<file path="src/rtl/serial_addsub_engine.sv">
// Bit-serial adder/subtractor with its own control FSM.
// A start request in IDLE (or a fresh request after DONE drops to IDLE) captures
// the operands and mode. One bit is then processed per clock, LSB first, through
// a single full adder and a carry flip-flop.
//
// Ports:
//   clock      in   rising-edge clock
//   resetn     in   asynchronous active-low reset
//   start      in   level request, sampled in IDLE and DONE only
//   sub        in   0 = a+b, 1 = a-b (captured at load)
//   a, b       in   WIDTH-bit operands (captured at load)
//   busy       out  high while bits are being processed
//   done       out  high while the result is valid
//   result     out  WIDTH-bit sum/difference
//   carry_out  out  final carry (subtract: 1 = no borrow)
//   overflow   out  two's-complement overflow
module serial_addsub_engine #(
  parameter int unsigned WIDTH = 8
) (
  input  logic             clock,
  input  logic             resetn,
  input  logic             start,
  input  logic             sub,
  input  logic [WIDTH-1:0] a,
  input  logic [WIDTH-1:0] b,
  output logic             busy,
  output logic             done,
  output logic [WIDTH-1:0] result,
  output logic             carry_out,
  output logic             overflow
);

  localparam int unsigned CW = $clog2(WIDTH + 1);

  typedef enum logic [1:0] {
    StIdle = 2'b00,
    StWork = 2'b01,
    StDone = 2'b10
  } state_e;

  state_e           state_q, state_d;
  logic [WIDTH-1:0] a_sr_q, a_sr_d;
  logic [WIDTH-1:0] b_sr_q, b_sr_d;
  logic [WIDTH-1:0] result_q, result_d;
  logic [CW-1:0]    cnt_q, cnt_d;
  logic             mode_q, mode_d;
  logic             c_q, c_d;
  logic             cout_q, cout_d;
  logic             ovf_q, ovf_d;

  logic bb, s, cn;

  // Single full adder; subtract inverts B and seeds the carry with 1.
  assign bb = b_sr_q[0] ^ mode_q;
  assign s  = a_sr_q[0] ^ bb ^ c_q;
  assign cn = (a_sr_q[0] & bb) | (a_sr_q[0] & c_q) | (bb & c_q);

  always_comb begin
    state_d  = state_q;
    a_sr_d   = a_sr_q;
    b_sr_d   = b_sr_q;
    result_d = result_q;
    cnt_d    = cnt_q;
    mode_d   = mode_q;
    c_d      = c_q;
    cout_d   = cout_q;
    ovf_d    = ovf_q;

    case (state_q)
      StIdle: begin
        if (start) begin
          a_sr_d   = a;
          b_sr_d   = b;
          mode_d   = sub;
          c_d      = sub;
          cnt_d    = '0;
          result_d = '0;
          cout_d   = 1'b0;
          ovf_d    = 1'b0;
          state_d  = StWork;
        end
      end
      StWork: begin
        result_d = {s, result_q[WIDTH-1:1]};
        a_sr_d   = a_sr_q >> 1;
        b_sr_d   = b_sr_q >> 1;
        c_d      = cn;
        cnt_d    = cnt_q + CW'(1);
        if (cnt_q == CW'(WIDTH - 1)) begin
          // Overflow: carry into the MSB differs from carry out of it.
          cout_d  = cn;
          ovf_d   = c_q ^ cn;
          state_d = StDone;
        end
      end
      StDone: begin
        // Leave only once start is seen low, so a held request cannot retrigger.
        if (!start) begin
          state_d = StIdle;
        end
      end
      default: state_d = StIdle;
    endcase
  end

  always_ff @(posedge clock or negedge resetn) begin
    if (!resetn) begin
      state_q  <= StIdle;
      a_sr_q   <= '0;
      b_sr_q   <= '0;
      result_q <= '0;
      cnt_q    <= '0;
      mode_q   <= 1'b0;
      c_q      <= 1'b0;
      cout_q   <= 1'b0;
      ovf_q    <= 1'b0;
    end else begin
      state_q  <= state_d;
      a_sr_q   <= a_sr_d;
      b_sr_q   <= b_sr_d;
      result_q <= result_d;
      cnt_q    <= cnt_d;
      mode_q   <= mode_d;
      c_q      <= c_d;
      cout_q   <= cout_d;
      ovf_q    <= ovf_d;
    end
  end

  assign busy      = (state_q == StWork);
  assign done      = (state_q == StDone);
  assign result    = result_q;
  assign carry_out = cout_q;
  assign overflow  = ovf_q;

endmodule

</file>
<file path="config.mk">
export PLATFORM = sky130hd
export DESIGN_NAME = serial_addsub_engine
export DESIGN_NICKNAME = d
export VERILOG_FILES = /design/src/rtl/serial_addsub_engine.sv
export SDC_FILE = /design/constraint.sdc
export NUM_CORES = 1
export LEC_CHECK = 0
export CORE_MARGIN = 8
export CORE_UTILIZATION = 35
export CTS_CLUSTER_DIAMETER = 30
export DETAILED_ROUTE_END_ITERATION = 16
export PLACE_DENSITY = 0.58
export REMOVE_ABC_BUFFERS = 1
export SETUP_SLACK_MARGIN = 0.4
export SLEW_MARGIN = 20
export SYNTH_ARGS = -nofsm -noshare
export SYNTH_HDL_FRONTEND = slang
export SYNTH_SLANG_ARGS = --single-unit
</file>
<file path="constraint.sdc">
create_clock -name clock -period 1.74 [get_ports clock]
set_input_delay 0.522 -clock clock [delete_from_list [all_inputs] [get_ports clock]]
set_output_delay 0.522 -clock clock [all_outputs]
set_load 0.01 [all_outputs]
</file>
* Yosys cells after proc, flatten, opt, wreduce, memory -nomap -nowiden *
Index checks and enable logic that the tools add are counted.

storage, ports and cells
  bits in registers = 34

operators by class
  reductions and logical operators = 6
  muxes and demuxes = 19
  add/subtract/negate cells = 1
  bitwise operators = 9
  eq/ne operators = 6

operators by type and width
  kind                 number
  $pmux 8 s2           3
  $mux 8               3
  $pmux 4 s2           1
  $mux 2               3
  $pmux 1 s2           3
  $pmux 2 s3           1
  $reduce_and 3->1     2
  $add 4x1->4 const B  1
  $eq 4x3->1 const B   1
  $mux 1               4
  $mux 4               1
  $ne 2x2->1 const B   2
  $reduce_and 2->1     2
  $xor 1x1->1          4
  $and 1x1->1          3
  $eq 2x1->1 const B   1
  $eq 2x2->1 const B   1
  $logic_not 2->1      1
  $ne 2x1->1 const B   1
  $or 1x1->1           2
  $reduce_bool 2->1    1

* Longest topological paths before layout *
  depth after elaboration = 7
  mapped depth = 6
  mapped depth without buffers = 4

* Worst setup path before layout *
Ideal clock, no wire load.

  kind = input-to-reg
  from = input port start
  to = register a_sr_q[1]
  stages on the path = 5
  arrival = 1.287 ns
  library setup time = 0.119 ns
  slack = 0.334 ns
  required time = 1.621 ns
  path buffers = 2
  cells stage by stage = or3b_1 buf_6 buf_6 o22ai_2 nor2_1

on the way
  word-level cells in the longest chain between the ends = 2

ends and longest elaborated chain
  element                            line  text
  from (decl)                        22    input logic start,
  $ne 2x2->1 (no source line)        -
  $reduce_and 2->1 (no source line)  -
  to (signal assigned)               119   a_sr_q <= a_sr_d;
  to (decl)                          42    logic [WIDTH-1:0] a_sr_q, a_sr_d;

No other way between the ends.
A chain may end at the register's enable or synchronous reset.

* Worst setup path after layout *
  from = register state_q[0]
  to = register cnt_q[3]

on the way
  word-level cells in the longest chain between the ends = 3

ends and longest elaborated chain
  element                                                           line  text
  from (decl)                                                       41    state_e state_q, state_d;
  from (signal assigned)                                            108   state_q <= StIdle;
  from (signal assigned)                                            118   state_q <= state_d;
  $eq 2x1->1 or $logic_not 2->1 (tied branches)                     69    case (state_q)
  $reduce_bool 2->1 (no source line) or $ne 2x2->1 (tied branches)  -
  $reduce_and 2->1 (no source line)                                 -
  to (signal assigned)                                              122   cnt_q <= cnt_d;
  to (decl)                                                         45    logic [CW-1:0] cnt_q, cnt_d;

Several ways; a longest one is shown, not always the timed one.

==> out/summary.md <==
Maximum clock frequency: 643 MHz. Broken down by cell family, the worst path's largest delay share belongs to simple AND/OR/NAND/NOR gates. The number of nets with antenna violations after detailed routing is 0, and the post-synthesis register bit count is 34. The post-synthesis compound-gate area fraction is 0.143. Walking the worst path, the cells encountered are buf_6 > or3b_4 > buf_6 > buf_16 > nand2_2 > mux2i_1. The first global-routing pass estimated 6350 microns of wire.

The post-layout utilization of the core is 0.559, and the number of warning messages in the yosys log is 0. For this design the static power due to leakage is 1.14 nW. The areal power density over the cells came out at 1730 nW/um^2.

By area, the combinational part of the netlist is dominated by simple AND/OR/NAND/NOR gates. The number of hold violations in the final report was 0. The clock reaches the later pin of the worst-skew pair after 0.28 ns. From bottom edge to top edge, the die measures 82.7 microns. For this design, the slowest cell found on the critical path is or3b_4. At the worst endpoint, the arrival time is 1.72 ns.

The average wire per standard cell is 15.1 microns. The number of H-tree levels is 2. The logs give 0.854 for the headroom to the max-slew limit and 0.000673 V for the peak supply drop. The residual DRC count was 0; the length of routed wiring on met1 was 1720 microns. At the end of the flow, the number of nets in the layout was 230.

Type of the worst setup path: flop to flop. Using the TritonRoute via totals, the vias-per-cell ratio works out to 4.90. The number of clock buffers added by TritonCTS is 5. Initial antenna violation count: 0.

For this run, the slowest stage of the critical path takes 0.46 ns. The floorplan step defined a die boundary enclosing 6840 sq um. In this run the core area contains 24 standard-cell rows.

The run gives 0 as the number of pins exceeding their max-slew limit in the final report. The mean instance size in the synthesized netlist works out to 10.5 sq um. Along the worst path, the maximum fanout reaches 5.

The run gives 0.121 as the total routing resource utilization after global routing. Routed signal wires occupy layers up through met4. The cell count after synthesis came out at 149.

For the worst setup path, the data required time is 1.91 ns. Setup repair after global routing could not meet its margin everywhere. The critical path endpoint category is a flop. The element type at the critical path start is a flop. Detailed placement finished with a half-perimeter wire length of 2350 microns. Clock tree skew after final layout: 0.00303 ns. The run gives 231 as the number of cells in the design after placement. The most numerous cell type found on the critical path is buf_6.

The netlist uses 29 different library cells. In this run the register-to-register setup slack is 0.19 ns. The post-synthesis share of cell area spent on and, or, nand and nor gates is 0.203.

The buffering stage count on the worst path with inverters included is 3, and the clock network fraction of design power is 0.130. Summed over all instances, the cell type with the most area after synthesis is dfrtp_1. The flow ran to the end, and the final reports show no timing, DRC or antenna violations.

Setup violations remaining at the end of the flow were counted as 0. Via count: 1,274. The total internal power is 2.62 mW, and the cell area after placement is 1950 sq um. The run gives 4 as the number of detailed-routing iterations run before antenna repair. Clock-pin transition on the worst setup and hold timing paths: 0.06 ns. The run gives 1,410 as the number of global-route vias before repair. The mux contribution to synthesized area was 0.0193; the core footprint was 4320 sq um.

The area fraction of the dominant cell type after synthesis is 0.546, and the final cycle utilization of the critical path is 0.894. The initial standard-cell utilization of the core came out at 0.360. The fraction of power spent switching nets came out at 0.373.

In this run the clock root is driven by a clkbuf_8. The routed wire length on met3 is 209 microns, and the signed area change from the synthesized netlist to the final layout is 55.2%. The weighted congestion reported at the end of routability-driven placement is 0.718, and the count of placed standard cells in the final layout, fillers left out is 260.

32 I/O pins were placed. The synthesized-area fraction occupied by xor and xnor cells was 0.0112. The number of I/O port buffers is 31, and the met2 routed wirelength is 1930 microns. The final wirelength was 3920 microns; the final critical-path required period was 1.55 ns. The first routing iteration left 84 violations. Across the run, the number of max-cap violations was 0.

Sink count of the clock tree: 34. Fill cells in the final layout number 389. The share of synthesized area occupied by flip-flops and latches was 0.546. The number of antenna diodes in the final layout is 0. The finished layout cell area came out at 2420 sq um. The switching power came out at 1.56 mW. The logs give 0.532 for the share of power burned in combinational logic and 1560 sq um for the combined area of all synthesized cells.

The share of final-layout standard cells stronger than drive strength 1 is 0.438, and the relative contribution of sequential cells to total power is 0.338. Largest net degree at the start of global routing: 35. After global routing the overflow that remains totals 0.

Actual transition at the worst max-transition pin: 0.219 ns. Kind of path behind the tightest hold check: flop to flop. From left edge to right edge, the die measures 82.7 microns. TritonCTS built the clock tree. After synthesis, the cell types taking the most area are dfrtp_1 (55%), o22ai_2 (9.6%), nand2_1 (6.3%), nor2_1 (6.3%), nand3_1 (3.9%).

For the maximum number of buffers from clock root to sink, the log shows 2. The adder-cell area share of the yosys netlist works out to 0.0209.
[routing by layer]
layer	vias to the layer above	global-route usage
met5	-	0
met4	0	0.0466
met3	7	0.0346
met2	29	0.205
met1	618	0.140
li1	620	-
[registers in the layout, summed over array words and instances, names as in the netlist]
signal and cells:
mode_q 1, a_sr_q 8, cnt_q 4, state_q 2, b_sr_q 8, result 8
carry_out 1, c_q 1, overflow 1
[cells in the final DEF (no fill, tap or decap), types with 3 or more instances in the layout]
master / Yosys / routed
dfrtp_1: 34 / 33
nand2_1: 26 / 21
nor2_1: 26 / 20
clkdlybuf4s50_1: 0 / 18
buf_4: 1 / 17
o22ai_2: 12 / 13
buf_2: 4 / 10
nand3_2: 0 / 9
nor2_2: 0 / 6
buf_6: 4 / 6
clkbuf_8: 0 / 5
buf_12: 0 / 5
nand2_2: 0 / 4
mux2i_1: 3 / 3
buf_16: 0 / 3
[kinds of logic (layout without fill, tap and decap cells)]
| logic type | Yosys count | after routing |
|---|---|---|
| and+or+nand+nor | 72 | 72 |
| DFF | 34 | 34 |
| AOI/OAI and AO/OA | 23 | 23 |
| buffers and inverters | 13 | 72 |
| muxes | 3 | 3 |
| adders and majority gates | 2 | 2 |
| xor gates and xnor gates | 2 | 2 |
[metrics by stage]
| stage | total power [mW] | hold slack (ns) | setup slack [ns] | TNS (ns) |
|---|---|---|---|---|
| CTS | 3.89 | 0.498 | 0.169 | 0 |
| finish | 4.18 | 0.517 | 0.185 | 0 |
| global placement | 2.93 | 0.475 | -0.164 | -4.01 |
| global route | 4.48 | 0.544 | 0.129 | 0 |
| detailed placement | 3.01 | 0.487 | -0.172 | -4.01 |
| floorplan | 2.35 | 0.226 | -0.268 | -1.10 |
[timing repair]
action,in CTS,in global routing
pin swaps,39,14
buffers inserted,14,4
gates cloned,3,1
gates resized for setup,75,29
setup endpoints to repair,45,43
hold buffers,0,0
[final cells by class]
cell class                      instances  area (sq um)  share of cell area
Tap cell                               52          65.1              0.0269
Inverter                                3          11.3             0.00466
Sequential cell                        34           852               0.352
Timing Repair Buffer                   62           657               0.272
Clock buffer                            7          76.3              0.0316
Multi-Input combinational cell        102           756               0.313
[synthesized netlist by cell type, drive strengths merged]
master and count:
buf 9, dfrtp 34, and3b 1, clkbuf 1, a31oi 1, or3b 1, nand3 12, nand4 1
o22ai 14, and4b 1, nand2b 1, o21ba 1, nor2b 1, fa 1, nand2 26, xnor2 1
inv 3, mux2i 3, o221ai 1, a21o 2, nor3b 2, xor2 1, nor2 26, o21ai 4
ha 1
[worst reg2reg max path, cell delays in order, from the launching register on]
cell     delay, ns
dfrtp_2       0.44
buf_6         0.13
or3b_4        0.46
buf_6         0.17
buf_16        0.13
nand2_2       0.06
mux2i_1       0.06
[power by group through the flow]
stage	logic (mW)	registers [mW]	clock network [mW]
final	2.23	1.41	0.545
after global routing	2.44	1.46	0.586
after CTS	1.95	1.39	0.553
after detailed placement	1.59	1.42	0
after global placement	1.54	1.40	0
after floorplan	0.942	1.40	0
[path summary, 6_finish.rpt]
check / startpoint / to / cells after the start
worst max-delay path: state_q[0] / cnt_q[3] / 6
min in group asynchronous: resetn / result[2] / 2
worst min register to register: cnt_q[3] / cnt_q[3] / 1
max in group asynchronous: resetn / state_q[0] / 2
worst max register to register: state_q[0] / cnt_q[3] / 6
worst min-delay path: cnt_q[3] / cnt_q[3] / 1
(Power assumes the default switching activity.)
